===== config.mk =====
export PLATFORM = sky130hd
export DESIGN_NAME = dp_operand_feeder
export DESIGN_NICKNAME = d
export VERILOG_FILES = /design/src/rtl/dp_operand_feeder.sv
export SDC_FILE = /design/constraint.sdc
export NUM_CORES = 1
export LEC_CHECK = 0
export ABC_AREA = 1
export CORE_ASPECT_RATIO = 0.75
export CORE_MARGIN = 2
export CORE_UTILIZATION = 51
export CTS_BUF_LIST = sky130_fd_sc_hd__clkbuf_4 sky130_fd_sc_hd__clkbuf_8
export DETAILED_ROUTE_END_ITERATION = 10
export PLACE_DENSITY = 0.72
export SYNTH_ARGS = -nofsm -noshare
export SYNTH_HDL_FRONTEND = slang
export SYNTH_SLANG_ARGS = --single-unit

===== constraint.sdc =====
create_clock -name clk -period 4.15 [get_ports clk]
set_input_delay 0.6225 -clock clk [delete_from_list [all_inputs] [get_ports clk]]
set_output_delay 0.6225 -clock clk [all_outputs]
set_load 0.1 [all_outputs]

===== src/rtl/dp_operand_feeder.sv =====
// -----------------------------------------------------------------------------
// dp_operand_feeder
//
// Transmit side of the dot-product operand interface. Holds one PIXEL_N-element
// pixel/weight vector written through a simple load port. A start request
// pulses the engine reset for one cycle, streams the vector as PARALLEL-lane
// beats (one beat per cycle, zero-padded past PIXEL_N), waits DRAIN cycles for
// the engine to settle, captures dp_value and offers it on a valid/ready port.
//
// Ports:
//   clk            system clock, all logic on the rising edge
//   GlobalReset_n  asynchronous active-low reset
//   ld_valid       write strobe for the operand buffer (honoured only in IDLE)
//   ld_index       element index; values >= PIXEL_N are dropped
//   ld_pixel       pixel to store
//   ld_weight      weight to store
//   start          begin one dot-product run (honoured only in IDLE)
//   busy           high whenever the feeder is not idle
//   dp_reset       one-cycle active-high reset pulse to the engine
//   Pixels         lane j at [j*PIXEL_SIZE +: PIXEL_SIZE]
//   Weights        lane j at [j*WEIGHT_SIZE +: WEIGHT_SIZE]
//   dp_value       engine result
//   res_valid      captured result available
//   res_value      captured result (keeps its value after the handshake)
//   res_ready      consumer accepts the result
//
// Every output is a flop: next-cycle values are computed from the next state
// and loaded on the same edge as the state register.
// -----------------------------------------------------------------------------
module dp_operand_feeder #(
  parameter int PIXEL_N     = 10,
  parameter int PIXEL_SIZE  = 10,
  parameter int WEIGHT_SIZE = 19,
  parameter int PARALLEL    = 2,
  parameter int VAL_SIZE    = 26,
  parameter int DRAIN       = 12,
  localparam int IDX_W      = (PIXEL_N > 1) ? $clog2(PIXEL_N) : 1
) (
  input  logic                              clk,
  input  logic                              GlobalReset_n,
  input  logic                              ld_valid,
  input  logic [IDX_W-1:0]                  ld_index,
  input  logic [PIXEL_SIZE-1:0]             ld_pixel,
  input  logic [WEIGHT_SIZE-1:0]            ld_weight,
  input  logic                              start,
  output logic                              busy,
  output logic                              dp_reset,
  output logic [PARALLEL*PIXEL_SIZE-1:0]    Pixels,
  output logic [PARALLEL*WEIGHT_SIZE-1:0]   Weights,
  input  logic [VAL_SIZE-1:0]               dp_value,
  output logic                              res_valid,
  output logic [VAL_SIZE-1:0]               res_value,
  input  logic                              res_ready
);

  localparam int BEATS     = (PIXEL_N + PARALLEL - 1) / PARALLEL;
  localparam int SLOTS     = BEATS * PARALLEL;
  localparam int BEAT_W    = (BEATS > 1) ? $clog2(BEATS) : 1;
  localparam int DRAIN_W   = (DRAIN > 1) ? $clog2(DRAIN) : 1;
  localparam int PIX_BUS_W = PARALLEL * PIXEL_SIZE;
  localparam int WGT_BUS_W = PARALLEL * WEIGHT_SIZE;

  localparam logic [BEAT_W-1:0]  LAST_BEAT  = BEAT_W'(BEATS - 1);
  localparam logic [BEAT_W-1:0]  BEAT_ONE   = BEAT_W'(1);
  localparam logic [DRAIN_W-1:0] LAST_DRAIN = DRAIN_W'(DRAIN - 1);
  localparam logic [DRAIN_W-1:0] DRAIN_ONE  = DRAIN_W'(1);

  typedef enum logic [2:0] {
    ST_IDLE   = 3'd0,
    ST_CLEAR  = 3'd1,
    ST_STREAM = 3'd2,
    ST_DRAIN  = 3'd3,
    ST_DONE   = 3'd4
  } state_t;

  state_t                 state_r;
  state_t                 state_nxt_s;
  logic [BEAT_W-1:0]      beat_r;
  logic [BEAT_W-1:0]      beat_nxt_s;
  logic [BEAT_W-1:0]      beat_sel_s;
  logic [DRAIN_W-1:0]     drain_r;
  logic [DRAIN_W-1:0]     drain_nxt_s;
  logic                   bus_en_s;
  logic                   dp_reset_nxt_s;
  logic                   res_valid_nxt_s;
  logic [VAL_SIZE-1:0]    res_value_nxt_s;
  logic                   load_en_s;

  logic                   busy_r;
  logic                   dp_reset_r;
  logic [PIX_BUS_W-1:0]   pixels_r;
  logic [WGT_BUS_W-1:0]   weights_r;
  logic                   res_valid_r;
  logic [VAL_SIZE-1:0]    res_value_r;

  // Buffer flattened to a whole number of beats; slots past PIXEL_N read as 0
  // so the last beat is padded without any per-lane range check.
  logic [SLOTS*PIXEL_SIZE-1:0]  pix_pad_s;
  logic [SLOTS*WEIGHT_SIZE-1:0] wgt_pad_s;
  logic [PIX_BUS_W-1:0]         beat_pix_s;
  logic [WGT_BUS_W-1:0]         beat_wgt_s;

  assign load_en_s = ld_valid && (state_r == ST_IDLE);

  for (genvar e = 0; e < SLOTS; e++) begin : g_slot
    if (e < PIXEL_N) begin : g_live
      logic [PIXEL_SIZE-1:0]  pix_r;
      logic [WEIGHT_SIZE-1:0] wgt_r;

      // One buffer entry: written by a matching load while idle
      always_ff @(posedge clk or negedge GlobalReset_n) begin
        if (!GlobalReset_n) begin
          pix_r <= {PIXEL_SIZE{1'b0}};
          wgt_r <= {WEIGHT_SIZE{1'b0}};
        end else if (load_en_s && (ld_index == IDX_W'(e))) begin
          pix_r <= ld_pixel;
          wgt_r <= ld_weight;
        end else begin
          pix_r <= pix_r;
          wgt_r <= wgt_r;
        end
      end

      assign pix_pad_s[e*PIXEL_SIZE +: PIXEL_SIZE]   = pix_r;
      assign wgt_pad_s[e*WEIGHT_SIZE +: WEIGHT_SIZE] = wgt_r;
    end else begin : g_pad
      assign pix_pad_s[e*PIXEL_SIZE +: PIXEL_SIZE]   = {PIXEL_SIZE{1'b0}};
      assign wgt_pad_s[e*WEIGHT_SIZE +: WEIGHT_SIZE] = {WEIGHT_SIZE{1'b0}};
    end
  end

  // Beat multiplexer: selects the PARALLEL consecutive slots of beat beat_sel_s
  always_comb begin
    beat_pix_s = {PIX_BUS_W{1'b0}};
    beat_wgt_s = {WGT_BUS_W{1'b0}};
    for (int k = 0; k < BEATS; k++) begin
      beat_pix_s = beat_pix_s | ((beat_sel_s == BEAT_W'(k)) ?
                   pix_pad_s[k*PIX_BUS_W +: PIX_BUS_W] : {PIX_BUS_W{1'b0}});
      beat_wgt_s = beat_wgt_s | ((beat_sel_s == BEAT_W'(k)) ?
                   wgt_pad_s[k*WGT_BUS_W +: WGT_BUS_W] : {WGT_BUS_W{1'b0}});
    end
  end

  // Next-state and next-output logic; beat_sel_s names the beat to show next cycle
  always_comb begin
    state_nxt_s     = state_r;
    beat_nxt_s      = beat_r;
    beat_sel_s      = beat_r;
    drain_nxt_s     = drain_r;
    bus_en_s        = 1'b0;
    dp_reset_nxt_s  = 1'b0;
    res_valid_nxt_s = res_valid_r;
    res_value_nxt_s = res_value_r;

    case (state_r)
      ST_IDLE: begin
        if (start) begin
          state_nxt_s    = ST_CLEAR;
          dp_reset_nxt_s = 1'b1;
        end else begin
          state_nxt_s    = ST_IDLE;
        end
      end

      ST_CLEAR: begin
        state_nxt_s = ST_STREAM;
        beat_nxt_s  = {BEAT_W{1'b0}};
        beat_sel_s  = {BEAT_W{1'b0}};
        bus_en_s    = 1'b1;
      end

      ST_STREAM: begin
        if (beat_r == LAST_BEAT) begin
          state_nxt_s = ST_DRAIN;
          drain_nxt_s = {DRAIN_W{1'b0}};
        end else begin
          beat_nxt_s  = beat_r + BEAT_ONE;
          beat_sel_s  = beat_r + BEAT_ONE;
          bus_en_s    = 1'b1;
        end
      end

      ST_DRAIN: begin
        // The engine result is sampled on the last drain edge
        if (drain_r == LAST_DRAIN) begin
          state_nxt_s     = ST_DONE;
          drain_nxt_s     = {DRAIN_W{1'b0}};
          res_valid_nxt_s = 1'b1;
          res_value_nxt_s = dp_value;
        end else begin
          drain_nxt_s     = drain_r + DRAIN_ONE;
        end
      end

      ST_DONE: begin
        if (res_ready) begin
          state_nxt_s     = ST_IDLE;
          beat_nxt_s      = {BEAT_W{1'b0}};
          res_valid_nxt_s = 1'b0;
        end else begin
          state_nxt_s     = ST_DONE;
        end
      end

      default: begin
        state_nxt_s     = ST_IDLE;
        beat_nxt_s      = {BEAT_W{1'b0}};
        drain_nxt_s     = {DRAIN_W{1'b0}};
        res_valid_nxt_s = 1'b0;
      end
    endcase
  end

  // State, counters and registered outputs
  always_ff @(posedge clk or negedge GlobalReset_n) begin
    if (!GlobalReset_n) begin
      state_r     <= ST_IDLE;
      beat_r      <= {BEAT_W{1'b0}};
      drain_r     <= {DRAIN_W{1'b0}};
      busy_r      <= 1'b0;
      dp_reset_r  <= 1'b0;
      pixels_r    <= {PIX_BUS_W{1'b0}};
      weights_r   <= {WGT_BUS_W{1'b0}};
      res_valid_r <= 1'b0;
      res_value_r <= {VAL_SIZE{1'b0}};
    end else begin
      state_r     <= state_nxt_s;
      beat_r      <= beat_nxt_s;
      drain_r     <= drain_nxt_s;
      busy_r      <= (state_nxt_s != ST_IDLE);
      dp_reset_r  <= dp_reset_nxt_s;
      pixels_r    <= bus_en_s ? beat_pix_s : {PIX_BUS_W{1'b0}};
      weights_r   <= bus_en_s ? beat_wgt_s : {WGT_BUS_W{1'b0}};
      res_valid_r <= res_valid_nxt_s;
      res_value_r <= res_value_nxt_s;
    end
  end

  assign busy      = busy_r;
  assign dp_reset  = dp_reset_r;
  assign Pixels    = pixels_r;
  assign Weights   = weights_r;
  assign res_valid = res_valid_r;
  assign res_value = res_value_r;

endmodule

==> results of run 1 <==
worst register-to-register path, cell delays in order, from the launching register on:
cell and delay (ns):
sky130_fd_sc_hd__dfrtp_1 0.41, sky130_fd_sc_hd__inv_1 0.12, sky130_fd_sc_hd__ha_1 0.18, sky130_fd_sc_hd__nand2_1 0.15, sky130_fd_sc_hd__nand3_1 0.12, sky130_fd_sc_hd__nand2_1 0.08
sky130_fd_sc_hd__nand2_2 0.12, sky130_fd_sc_hd__clkinv_2 0.38, sky130_fd_sc_hd__nand3_2 0.44, sky130_fd_sc_hd__buf_4 0.30, sky130_fd_sc_hd__o21ai_0 0.12, sky130_fd_sc_hd__nor2_1 0.33
sky130_fd_sc_hd__nor2_1 0.10
layout make-up:
type                    instances  area, sq um  share of cell area
clock inverters                 3        15.01           0.0007795
inverters                     107        402.9             0.02092
multi-input cells            1157         5638              0.2927
clock buffers                  99         1200             0.06229
well taps                     406        508.0             0.02637
repair buffers                181         1814             0.09419
flip-flops and latches        387         9684              0.5028
cells by family after synthesis:
kind of cell,Yosys count,share of synthesized area
AND/OR/NAND/NOR,767,0.2091
flip-flops,387,0.5961
AO/OA/AOI/OAI,360,0.1117
buffers and inverters,237,0.06230
multiplexers,26,0.01802
adder cells (fa/ha/maj),3,0.002311
XOR/XNOR,1,0.0005392
registers in the layout, indices dropped and copies added (netlist names):
signal               count
g_slot.g_live.wgt_r    190
state_r                  3
drain_r                  4
Weights                 38
busy                     1
dp_reset                 1
beat_r                   3
g_slot.g_live.pix_r    100
Pixels                  20
res_value               26
res_valid                1
power by group:
| part | internal [uW] | switching, uW | total, uW | leakage [uW] |
|---|---|---|---|---|
| logic | 2060 | 5860 | 7910 | 0.00311 |
| registers | 5250 | 766 | 6010 | 0.00497 |
| clock network | 1800 | 1440 | 3240 | 0.000656 |
| total | 9100 | 8060 | 17200 | 0.00873 |
worst max-delay path by stage:
| stage | startpoint | to | slack (ns) | cells after the start |
|---|---|---|---|---|
| 3_3_place_gp | ld_valid | g_slot[6].g_live.pix_r[3] | 1.25 | 6 |
| 3_5_place_dp | ld_valid | g_slot[6].g_live.wgt_r[5] | 1.13 | 6 |
| 5_1_grt | beat_r[0] | Weights[1] | 0.96 | 12 |
| 2_1_floorplan | beat_r[0] | Weights[12] | 2.31 | 14 |
| 6_report | beat_r[0] | Weights[1] | 1.15 | 12 |
| 4_1_cts | beat_r[0] | Weights[1] | 1.22 | 12 |
cells in the final DEF, fill, tap and decap left out, types with 26 or more instances in the layout:
| cell | count |
|---|---|
| sky130_fd_sc_hd__a21oi_1 | 190 |
| sky130_fd_sc_hd__clkbuf_4 | 26 |
| sky130_fd_sc_hd__clkbuf_8 | 73 |
| sky130_fd_sc_hd__clkdlybuf4s50_1 | 149 |
| sky130_fd_sc_hd__dfrtp_1 | 387 |
| sky130_fd_sc_hd__inv_1 | 88 |
| sky130_fd_sc_hd__mux2_2 | 26 |
| sky130_fd_sc_hd__nand2_1 | 129 |
| sky130_fd_sc_hd__nand3_1 | 224 |
| sky130_fd_sc_hd__nand4_1 | 76 |
| sky130_fd_sc_hd__nor2_1 | 318 |
| sky130_fd_sc_hd__o21ai_0 | 143 |
per-layer routing:
layer	up-vias	GRT usage	share of wire
met5	-	0	0
met4	0	0.07025	0.018
met3	71	0.05030	0.083
met2	581	0.4325	0.44
met1	6527	0.4099	0.46
li1	6180	-	-
through the flow:
stage | std cells | worst slack (ns) | util | total power [uW] | cell area (sq um)
detailed placement | 2238 | 1.127 | 0.5762 | 13840 | 18050
floorplan | 1781 | 2.309 | - | 11570 | 16250
CTS | 2340 | 1.220 | 0.6150 | 17130 | 19260
finish | 2340 | 1.147 | 0.6150 | 17170 | 19260
global route | 2340 | 0.9561 | 0.6150 | 18230 | 19260
global placement | 2238 | 1.247 | 0.5762 | 13670 | 18050
==> metrics.log, run 1 <==
[metrics] number of placement rows: 56
[metrics] netlist area before placement: 0.01625 sq mm
[metrics] type of element launching the critical path: flop
[metrics] master of the slowest instance on the critical path: sky130_fd_sc_hd__nand3_2
[metrics] share of Yosys cell area claimed by the top area cell type: 0.5961
[metrics] dominant cell type by area after synthesis: sky130_fd_sc_hd__dfrtp_1
[metrics] total of flip-flops plus latches after synthesis: 387
[metrics] critical path cell sequence: inv_1 -> ha_1 -> nand2_1 -> nand3_1 -> nand2_1 -> nand2_2 -> clkinv_2 -> nand3_2 -> buf_4 -> o21ai_0 -> nor2_1 -> nor2_1
[metrics] deepest level of the CTS H-tree: 2
[metrics] Floorplan Core Area: 0.03132 sq mm
[metrics] most frequent cells after synthesis: sky130_fd_sc_hd__dfrtp_1 (387), sky130_fd_sc_hd__nor2_1 (324), sky130_fd_sc_hd__nand3_1 (224)
[metrics] sum of negative setup slack: 0 ns
[metrics] wire length of the first global-routing pass: 73.02 mm
[metrics] cell at the root of the clock tree: sky130_fd_sc_hd__clkbuf_8
[metrics] largest clock skew in the final design: 0.02555 ns
[metrics] final number of hold-violating endpoints: 0
[metrics] TritonCTS clock tree: built
[metrics] register area share after synthesis: 0.5961
[metrics] Post-synth EDFFs: 0
[metrics] Leak: 0.008733 uW
[metrics] buffer and inverter count on the worst path: 3
[metrics] overall die area: 0.03331 sq mm
[metrics] routability congestion estimate from global placement: 0.8305
[metrics] status: complete, no violations
[metrics] required time of the critical path: 4.59 ns
[metrics] number of buffers inserted by hold repair at cts: 0
[metrics] post-cts resize count: 0
[metrics] headroom to the max-slew limit: 0.2037
[metrics] setup violation total in the final timing report: 0
[metrics] number of maximum-capacitance constraint violations: 0
[metrics] setup repair after global routing missed its margin: no
[metrics] number of vias per cell: 5.709
[metrics] most used standard cell by instance count after synthesis: sky130_fd_sc_hd__dfrtp_1
[metrics] number of optimization iterations in the first detailed-route pass: 6
[metrics] average size of a mapped cell: 9.122 sq um
[metrics] total routing usage reported by global routing: 0.2789
[metrics] post-route antenna net violation count: 0
[metrics] yosys synthesis warning count: 0
[metrics] Synth async-reset ratio: 1.000
[metrics] number of buffers added by the clock tree synthesis step: 59
[metrics] time the worst path needs with I/O delays and setup: 3.003 ns
[metrics] number of cells on the worst reg-to-reg path: 12
[metrics] initial antenna violation count: 0
[metrics] number of buffers inserted by port buffering: 150
[metrics] cell family with most CP delay: simple AND/OR/NAND/NOR gates
[metrics] largest buffer count on any clock path: 3
[metrics] Pins Over Slew Limit: 0
[metrics] final routed wire length divided by cell count: 19.11 um
[metrics] # IOs: 151
[metrics] die extent in x: 210.1 um
[metrics] power density over the cells: 891.1 mW/mm^2
[metrics] # Post-CTS Setup Buffers: 0
[metrics] via count of the first global-routing pass: 13220
[metrics] total DRC errors in the routed layout: 0
[metrics] layout cells sized above 1: 0.09411
[metrics] data arrival time of the critical path: 3.45 ns
[metrics] stage delay of the slowest cell on the critical path: 0.44 ns
[metrics] synthesized instance count: 1781
[metrics] vertical extent of the die: 158.6 um
[metrics] worst-case register-to-register setup slack: 1.15 ns
[metrics] largest net degree at the start of global routing: 117
[metrics] area added between synthesis and finish: 18.56%
[metrics] worst vdd ir: 1039 uV
[metrics] HPWL reported at the end of detailed placement: 25.74 mm
[metrics] distinct cell type count of the synthesized netlist: 30
[metrics] Clock Latency Late Sink: 0.62 ns
[metrics] final WL: 44.72 mm
[metrics] critical path fanouts, max: 26
[metrics] worst hold slack: 0.04306 ns
[metrics] drt initial violations: 1499
[metrics] actual transition at the worst max-transition pin: 1.192 ns
[metrics] primary flip-flop cell chosen by synthesis mapping: sky130_fd_sc_hd__dfrtp_1
[metrics] share of the clock period used by the worst path: 0.7237
[metrics] global route overflow: 0
[metrics] Clock Sink Count: 387
[metrics] category of the critical setup timing path: reg -> reg
[metrics] clock transition time at the flip-flop clock pins of the worst setup and hold paths: 0.07 ns
[metrics] path type of the worst min-delay path: in -> async
[metrics] type of element capturing the critical path: flop
[metrics] total of fill cells in the finished design: 2637
[metrics] Crit Reg-Reg Endpoint: Weights[1]
[metrics] Net Count, Synth: 1848
[metrics] starting density of the core: 0.5187
[metrics] overall via count from detail_route: 13360
[metrics] Max Clock Freq: 0.3330 GHz
[metrics] number of antenna repair diodes: 0
[metrics] Net count, final: 1960
[metrics] Crit Reg-Reg Startpoint: beat_r[0]
[metrics] top area cells in the synthesized netlist: sky130_fd_sc_hd__dfrtp_1 (60%), sky130_fd_sc_hd__nor2_1 (7.5%), sky130_fd_sc_hd__nand3_1 (6.9%), sky130_fd_sc_hd__a21oi_1 (5.9%), sky130_fd_sc_hd__o21ai_0 (4.4%)
Note: power is estimated with default switching activity, not from simulation.
==> run 2: changes to the inputs <==
- clock period: 4.15 -> 2.9 ns (I/O delays scaled with it)
==> metrics.log, run 2 (synthesis results as in run 1) <==
[metrics] vertical extent of the die: 158.6 um (unchanged)
[metrics] Net count, final: 1970 (was 1960)
[metrics] sum of negative setup slack: 0 ns (unchanged)
[metrics] headroom to the max-slew limit: 0.4854 (was 0.2037)
[metrics] share of the clock period used by the worst path: 0.8129 (was 0.7237)
[metrics] wire length of the first global-routing pass: 69.52 mm (was 73.02 mm)
[metrics] number of buffers inserted by port buffering: 150 (unchanged)
[metrics] setup violation total in the final timing report: 0 (unchanged)
[metrics] Max Clock Freq: 0.4242 GHz (was 0.3330 GHz)
[metrics] type of element launching the critical path: flop (unchanged)
[metrics] number of placement rows: 56 (unchanged)
[metrics] Crit Reg-Reg Startpoint: beat_r[1] (was beat_r[0])
[metrics] area added between synthesis and finish: 19.28% (was 18.56%)
[metrics] M1 WL: 19.93 mm (was 20.40 mm)
[metrics] area of combinational cells with multiple inputs: 0.005638 sq mm (unchanged)
[metrics] routability congestion estimate from global placement: 0.8079 (was 0.8305)
[metrics] crit path launch: beat_r[1] (was beat_r[0])
[metrics] largest buffer count on any clock path: 3 (unchanged)
[metrics] drt initial violations: 1090 (was 1499)
[metrics] highest-count cells in the layout ignoring fill and taps: sky130_fd_sc_hd__dfrtp_1 (387), sky130_fd_sc_hd__nor2_1 (318), sky130_fd_sc_hd__nand3_1 (224), sky130_fd_sc_hd__a21oi_1 (190), sky130_fd_sc_hd__o21ai_0 (143) (was sky130_fd_sc_hd__dfrtp_1 (387), sky130_fd_sc_hd__nor2_1 (318), sky130_fd_sc_hd__nand3_1 (224), sky130_fd_sc_hd__a21oi_1 (190), sky130_fd_sc_hd__clkdlybuf4s50_1 (149))
[metrics] routed wl met2: 19.07 mm (was 19.80 mm)
[metrics] highest signal layer in the routed design: met4 (unchanged)
[metrics] # IOs: 151 (unchanged)
[metrics] overall via count from detail_route: 13240 (was 13360)
[metrics] Pins Over Slew Limit: 0 (unchanged)
[metrics] area post-placement: 0.01809 sq mm (was 0.01805 sq mm)
[metrics] number of buffers added by the clock tree synthesis step: 57 (was 59)
[metrics] post-cts resize count: 0 (unchanged)
[metrics] most common cell after layout, fill and taps aside: sky130_fd_sc_hd__dfrtp_1 (unchanged)
[metrics] power density over the cells: 1272 mW/mm^2 (was 891.1 mW/mm^2)
[metrics] Sequential Area: 0.009684 sq mm (unchanged)
[metrics] global route overflow: 0 (unchanged)
[metrics] hold path startpoint: start
[metrics] setup repair after global routing missed its margin: no (unchanged)
[metrics] number of optimization iterations in the first detailed-route pass: 5 (was 6)
[metrics] largest net degree at the start of global routing: 94 (was 117)
[metrics] actual transition at the worst max-transition pin: 0.7719 ns (was 1.192 ns)
[metrics] data arrival time of the critical path: 2.89 ns (was 3.45 ns)
[metrics] HPWL reported at the end of detailed placement: 26.09 mm (was 25.74 mm)
[metrics] smallest setup slack after layout: 0.5425 ns (was 1.147 ns)
[metrics] post-place setup slack: 0.5638 ns (was 1.127 ns)
[metrics] total of fill cells in the finished design: 2613 (was 2637)
[metrics] status: complete, no violations (unchanged)
[metrics] Clock Sink Count: 387 (unchanged)
[metrics] number of antenna repair diodes: 0 (unchanged)
[metrics] fin area: 0.01938 sq mm (was 0.01926 sq mm)
[metrics] Clock Latency Late Sink: 0.62 ns (about the same)
[metrics] TritonCTS clock tree: built (unchanged)
[metrics] via count of the first global-routing pass: 12820 (was 13220)
[metrics] required time of the critical path: 3.43 ns (was 4.59 ns)
[metrics] Leak: 0.009001 uW (was 0.008733 uW)
[metrics] final number of hold-violating endpoints: 0 (unchanged)
[metrics] time the worst path needs with I/O delays and setup: 2.357 ns (was 3.003 ns)
[metrics] starting density of the core: 0.5187 (unchanged)
[metrics] deepest level of the CTS H-tree: 2 (unchanged)
[metrics] number of vias per cell: 5.614 (was 5.709)
[metrics] path type of the worst min-delay path: in -> reg (was in -> async)
[metrics] post-route antenna net violation count: 0 (unchanged)
[metrics] worst vdd ir: 951.1 uV (was 1039 uV)
[metrics] final routed wire length divided by cell count: 18.20 um (was 19.11 um)
[metrics] critical path fanouts, max: 30 (was 26)
[metrics] cell at the root of the clock tree: sky130_fd_sc_hd__clkbuf_8 (unchanged)
[metrics] layout cells sized above 1: 0.1465 (was 0.09411)
[metrics] type of element capturing the critical path: flop (unchanged)
[metrics] final WL: 42.92 mm (was 44.72 mm)
[metrics] overall die area: 0.03331 sq mm (unchanged)
[metrics] core occupancy in the finished layout: 0.6187 (was 0.6150)
[metrics] initial antenna violation count: 0 (unchanged)
[metrics] final total power: 24640 uW (was 17170 uW)
[metrics] clock transition time at the flip-flop clock pins of the worst setup and hold paths: 0.06 ns (was 0.07 ns)
[metrics] largest clock skew in the final design: 0.02087 ns (was 0.02555 ns)
[metrics] total routing usage reported by global routing: 0.2647 (was 0.2789)
[metrics] category of the critical setup timing path: reg -> reg (unchanged)
[metrics] metal3 WL: 3.300 mm (was 3.721 mm)
[metrics] flip-flop count of the largest register after layout: 190 (unchanged)
[metrics] register containing the most flip-flops in the final layout: g_slot.g_live.wgt_r (unchanged)
[metrics] Floorplan Core Area: 0.03132 sq mm (unchanged)
[metrics] die extent in x: 210.1 um (unchanged)
[metrics] total DRC errors in the routed layout: 0 (unchanged)
[metrics] number of maximum-capacitance constraint violations: 0 (unchanged)
run 2: changes by cell type in the layout (fill, tap and decap cells not counted), sizes merged:
cell,before,now
buf,32,130
clkdlybuf4s50,149,62
clkinv,20,24
clkbuf,99,100
clkinvlp,0,1
dlygate4sd3,0,1
run 2: what timing repair did:
action / 4_1_cts / 5_1_grt
hold endpoints to repair: 83 / 0
setup buffers: 0 / 0
hold buffers: 1 / 0
run 2: power by group:
part           internal, uW  switching (uW)  total (uW)
combinational          3090            8210       11300
sequential             7510            1090        8600
clock                  2670            2080        4750
run 2: stage by stage:
| step | std cells | hold slack [ns] |
|---|---|---|
| final | 2358 | 0.4161 |
| after floorplan | 1781 | 0.1394 |
| after detailed placement | 2249 | 0.4732 |
| after CTS | 2358 | 0.3857 |
| after global routing | 2358 | 0.4221 |
| after global placement | 2249 | 0.4658 |
run 2: final timing paths:
path / to / slack (ns) / cells after the start
setup / recovery: Weights[30] / 0.54 / 12
hold / removal: dp_reset / 0.42 / 3
setup reg to reg: Weights[30] / 0.54 / 12
hold reg to reg: g_slot[3].g_live.pix_r[2] / 0.48 / 2
max in group asynchronous: g_slot[0].g_live.wgt_r[10] / 1.59 / 3
min in group asynchronous: res_value[6] / 0.47 / 2
run 2: routing by layer:
metal  vias to the layer above  global-route usage
met1                      6546              0.3828
li1                       6209                   -
met5                         -                   0
met2                       434              0.4095
met3                        49             0.05917
met4                         0             0.06417
run 2: worst max-delay path, stage by stage (launching register included):
cell and delay (ns):
sky130_fd_sc_hd__dfrtp_1 0.41, sky130_fd_sc_hd__inv_1 0.08, sky130_fd_sc_hd__ha_1 0.20, sky130_fd_sc_hd__nand2_1 0.16, sky130_fd_sc_hd__nand2_1 0.08, sky130_fd_sc_hd__nand3_1 0.14, sky130_fd_sc_hd__nand2_4 0.21, sky130_fd_sc_hd__nor2_4 0.21
sky130_fd_sc_hd__buf_4 0.37, sky130_fd_sc_hd__nand3_1 0.11, sky130_fd_sc_hd__o21ai_1 0.11, sky130_fd_sc_hd__nor2_1 0.07, sky130_fd_sc_hd__nor2_1 0.11
run 2: cell type report:
type | count | area share
clock buffer | 100 | 0.06392
clock inverter | 8 | 0.002195
inverter | 107 | 0.02079
multi-input combinational | 1157 | 0.2909
sequential | 387 | 0.4997
tap | 406 | 0.02621
timing repair buffer | 193 | 0.09620
==> run 3: changes to the inputs <==
- PLACE_DENSITY: 0.72 -> 0.75
- clock period: 2.9 -> 2 ns (I/O delays scaled with it)
==> metrics.log, run 3 (synthesis results as in run 1) <==
[metrics] type of element capturing the critical path: flop (unchanged)
[metrics] category of the critical setup timing path: reg -> reg (unchanged)
[metrics] power density over the cells: 1938 mW/mm^2 (was 1272 mW/mm^2)
[metrics] total routing usage reported by global routing: 0.2826 (was 0.2647)
[metrics] initial antenna violation count: 0 (unchanged)
[metrics] sum of negative setup slack: -1.011 ns (was 0 ns)
[metrics] type of element launching the critical path: flop (unchanged)
[metrics] number of vias per cell: 5.768 (was 5.614)
[metrics] drt initial violations: 1167 (was 1090)
[metrics] number of standard cells in the final layout excluding fillers: 2403 (was 2358)
[metrics] post-place setup slack: -0.07273 ns (was 0.5638 ns)
[metrics] actual transition at the worst max-transition pin: 0.4649 ns (was 0.7719 ns)
[metrics] placed cell count: 2282 (was 2249)
[metrics] overall via count from detail_route: 13860 (was 13240)
[metrics] path type of the worst min-delay path: in -> async (was in -> reg)
[metrics] buffer and inverter count on the worst path: 5 (was 2)
[metrics] flip-flop count of the largest register after layout: 190 (unchanged)
[metrics] number of optimization iterations in the first detailed-route pass: 6 (was 5)
[metrics] global route overflow: 0 (unchanged)
[metrics] cell at the root of the clock tree: sky130_fd_sc_hd__clkbuf_8 (unchanged)
[metrics] time the worst path needs with I/O delays and setup: 2.106 ns (was 2.357 ns)
[metrics] largest net degree at the start of global routing: 77 (was 94)
[metrics] total of fill cells in the finished design: 2445 (was 2613)
[metrics] status: finished with violations (was complete, no violations)
[metrics] register containing the most flip-flops in the final layout: g_slot.g_live.wgt_r (unchanged)
[metrics] number of placement rows: 56 (unchanged)
[metrics] routability congestion estimate from global placement: 0.8009 (was 0.8079)
[metrics] worst vdd ir: 1723 uV (was 951.1 uV)
[metrics] layout cells sized above 1: 0.1873 (was 0.1465)
[metrics] share of the clock period used by the worst path: 1.053 (was 0.8129)
[metrics] M1 WL: 20.18 mm (was 19.93 mm)
[metrics] number of buffers inserted by port buffering: 150 (unchanged)
[metrics] headroom to the max-slew limit: 0.6877 (was 0.4854)
[metrics] smallest setup slack after layout: -0.1065 ns (was 0.5425 ns)
[metrics] metal3 WL: 4.395 mm (was 3.300 mm)
[metrics] clock transition time at the flip-flop clock pins of the worst setup and hold paths: 0.06 ns (about the same)
[metrics] die extent in x: 210.1 um (unchanged)
[metrics] deepest level of the CTS H-tree: 2 (unchanged)
[metrics] setup repair after global routing missed its margin: yes (was no)
[metrics] critical path fanouts, max: 7 (was 30)
[metrics] vertical extent of the die: 158.6 um (unchanged)
[metrics] setup violation total in the final timing report: 26 (was 0)
[metrics] post-route antenna net violation count: 0 (unchanged)
[metrics] Leak: 0.009427 uW (was 0.009001 uW)
[metrics] final routed wire length divided by cell count: 19.46 um (was 18.20 um)
[metrics] starting density of the core: 0.5187 (unchanged)
[metrics] number of maximum-capacitance constraint violations: 0 (unchanged)
[metrics] highest signal layer in the routed design: met4 (unchanged)
[metrics] routed wl met2: 21.00 mm (was 19.07 mm)
[metrics] Net count, final: 2023 (was 1970)
[metrics] critical path cell sequence: inv_2 -> ha_4 -> nand2_4 -> nand2_2 -> nand3_2 -> nand2_4 -> buf_6 -> nor2_4 -> buf_12 -> buf_12 -> buf_16 -> nand3_1 -> nand3_1 -> nor2_2 -> nor2_1 (was inv_1 -> ha_1 -> nand2_1 -> nand2_1 -> nand3_1 -> nand2_4 -> nor2_4 -> buf_4 -> nand3_1 -> o21ai_1 -> nor2_1 -> nor2_1)
[metrics] Clock Latency Late Sink: 0.62 ns (about the same)
[metrics] final number of hold-violating endpoints: 0 (unchanged)
[metrics] area added between synthesis and finish: 25.09% (was 19.28%)
[metrics] # IOs: 151 (unchanged)
[metrics] total DRC errors in the routed layout: 0 (unchanged)
[metrics] Pins Over Slew Limit: 0 (unchanged)
[metrics] worst-case register-to-register setup slack: -0.11 ns (was 0.54 ns)
[metrics] data arrival time of the critical path: 2.59 ns (was 2.89 ns)
[metrics] TritonCTS clock tree: built (unchanged)
[metrics] largest clock skew in the final design: 0.01858 ns (was 0.02087 ns)
[metrics] HPWL reported at the end of detailed placement: 27.83 mm (was 26.09 mm)
[metrics] Clock Sink Count: 387 (unchanged)
[metrics] cell family with most CP delay: simple AND/OR/NAND/NOR gates (unchanged)
[metrics] largest buffer count on any clock path: 3 (unchanged)
[metrics] core occupancy in the finished layout: 0.6489 (was 0.6187)
[metrics] final WL: 46.75 mm (was 42.92 mm)
[metrics] most common cell after layout, fill and taps aside: sky130_fd_sc_hd__dfrtp_1 (unchanged)
[metrics] number of antenna repair diodes: 0 (unchanged)
[metrics] wire length of the first global-routing pass: 73.70 mm (was 69.52 mm)
[metrics] master of the slowest instance on the critical path: sky130_fd_sc_hd__dfrtp_1 (unchanged)
[metrics] Max Clock Freq: 0.4747 GHz (was 0.4242 GHz)
[metrics] via count of the first global-routing pass: 13640 (was 12820)
[metrics] required time of the critical path: 2.48 ns (was 3.43 ns)
[metrics] highest-count cells in the layout ignoring fill and taps: sky130_fd_sc_hd__dfrtp_1 (385), sky130_fd_sc_hd__nor2_1 (312), sky130_fd_sc_hd__nand3_1 (206), sky130_fd_sc_hd__a21oi_1 (190), sky130_fd_sc_hd__o21ai_0 (126) (was sky130_fd_sc_hd__dfrtp_1 (387), sky130_fd_sc_hd__nor2_1 (318), sky130_fd_sc_hd__nand3_1 (224), sky130_fd_sc_hd__a21oi_1 (190), sky130_fd_sc_hd__o21ai_0 (143))
[metrics] failing checks: negative setup slack
[metrics] stage delay of the slowest cell on the critical path: 0.40 ns (was 0.41 ns)
[metrics] worst hold slack: 0.1630 ns (was 0.4161 ns)
[metrics] overall die area: 0.03331 sq mm (unchanged)
[metrics] Floorplan Core Area: 0.03132 sq mm (unchanged)
[metrics] number of buffers added by the clock tree synthesis step: 59 (was 57)
-- run 3: cell types whose count changed in the layout (fill, tap and decap cells not counted), moves of 6 or more --
| cell | change |
|---|---|
| sky130_fd_sc_hd__nor2_1 | -6 |
| sky130_fd_sc_hd__nand2_1 | -7 |
| sky130_fd_sc_hd__nand3_1 | -18 |
| sky130_fd_sc_hd__buf_12 | +18 |
| sky130_fd_sc_hd__clkbuf_4 | -6 |
| sky130_fd_sc_hd__o21ai_1 | +12 |
| sky130_fd_sc_hd__nand3_2 | +17 |
| sky130_fd_sc_hd__o21ai_0 | -17 |
| sky130_fd_sc_hd__buf_6 | +12 |
| sky130_fd_sc_hd__buf_4 | +13 |
-- run 3: metal layers --
metal / vias up / global-route usage
li1: 6320 / -
met1: 6765 / 0.3974
met5: - / 0.01799
met4: 0 / 0.1017
met3: 103 / 0.06982
met2: 672 / 0.4281
-- run 3: what timing repair did --
item / 4_1_cts / 5_1_grt
hold endpoints to repair: 387 / 0
gates cloned: 5 / 2
setup endpoints to repair: 45 / 63
buffers inserted: 6 / 6
gates resized for setup: 37 / 52
pin swaps: 14 / 33
hold buffers: 1 / 0
-- run 3: worst paths after layout --
| path | start | to | depth (start not counted) |
|---|---|---|---|
| max | beat_r[0] | Weights[23] | 15 |
| min | GlobalReset_n | res_value[20] | 2 |
| max reg2reg | beat_r[0] | Weights[23] | 15 |
| min reg2reg | g_slot[2].g_live.wgt_r[13] | g_slot[2].g_live.wgt_r[13] | 2 |
| max in group asynchronous | GlobalReset_n | g_slot[6].g_live.pix_r[4] | 3 |
| min in group clk | ld_pixel[6] | g_slot[0].g_live.pix_r[6] | 3 |
-- run 3: stage by stage --
step	area [sq um]	total power, uW
floorplan	16250	24000
global placement	18490	29400
detailed placement	18490	29880
CTS	20090	38360
global route	20320	41570
finish	20320	39390
-- run 3: power by group --
group	switching, uW	leakage (uW)	internal (uW)
Clock	3020	0.000663	3750
Sequential	1650	0.00497	10900
Combinational	13300	0.00380	6790
Total	18000	0.00943	21400
-- run 3: layout make-up --
type / count / area (sq um) / area share
flip-flops and latches: 387 / 9687 / 0.4766
multi-input cells: 1157 / 5822 / 0.2865
repair buffers: 244 / 2660 / 0.1309
clock buffers: 94 / 1194 / 0.05873
well taps: 406 / 508.0 / 0.02500
inverters: 107 / 406.6 / 0.02001
clock inverters: 8 / 46.29 / 0.002278
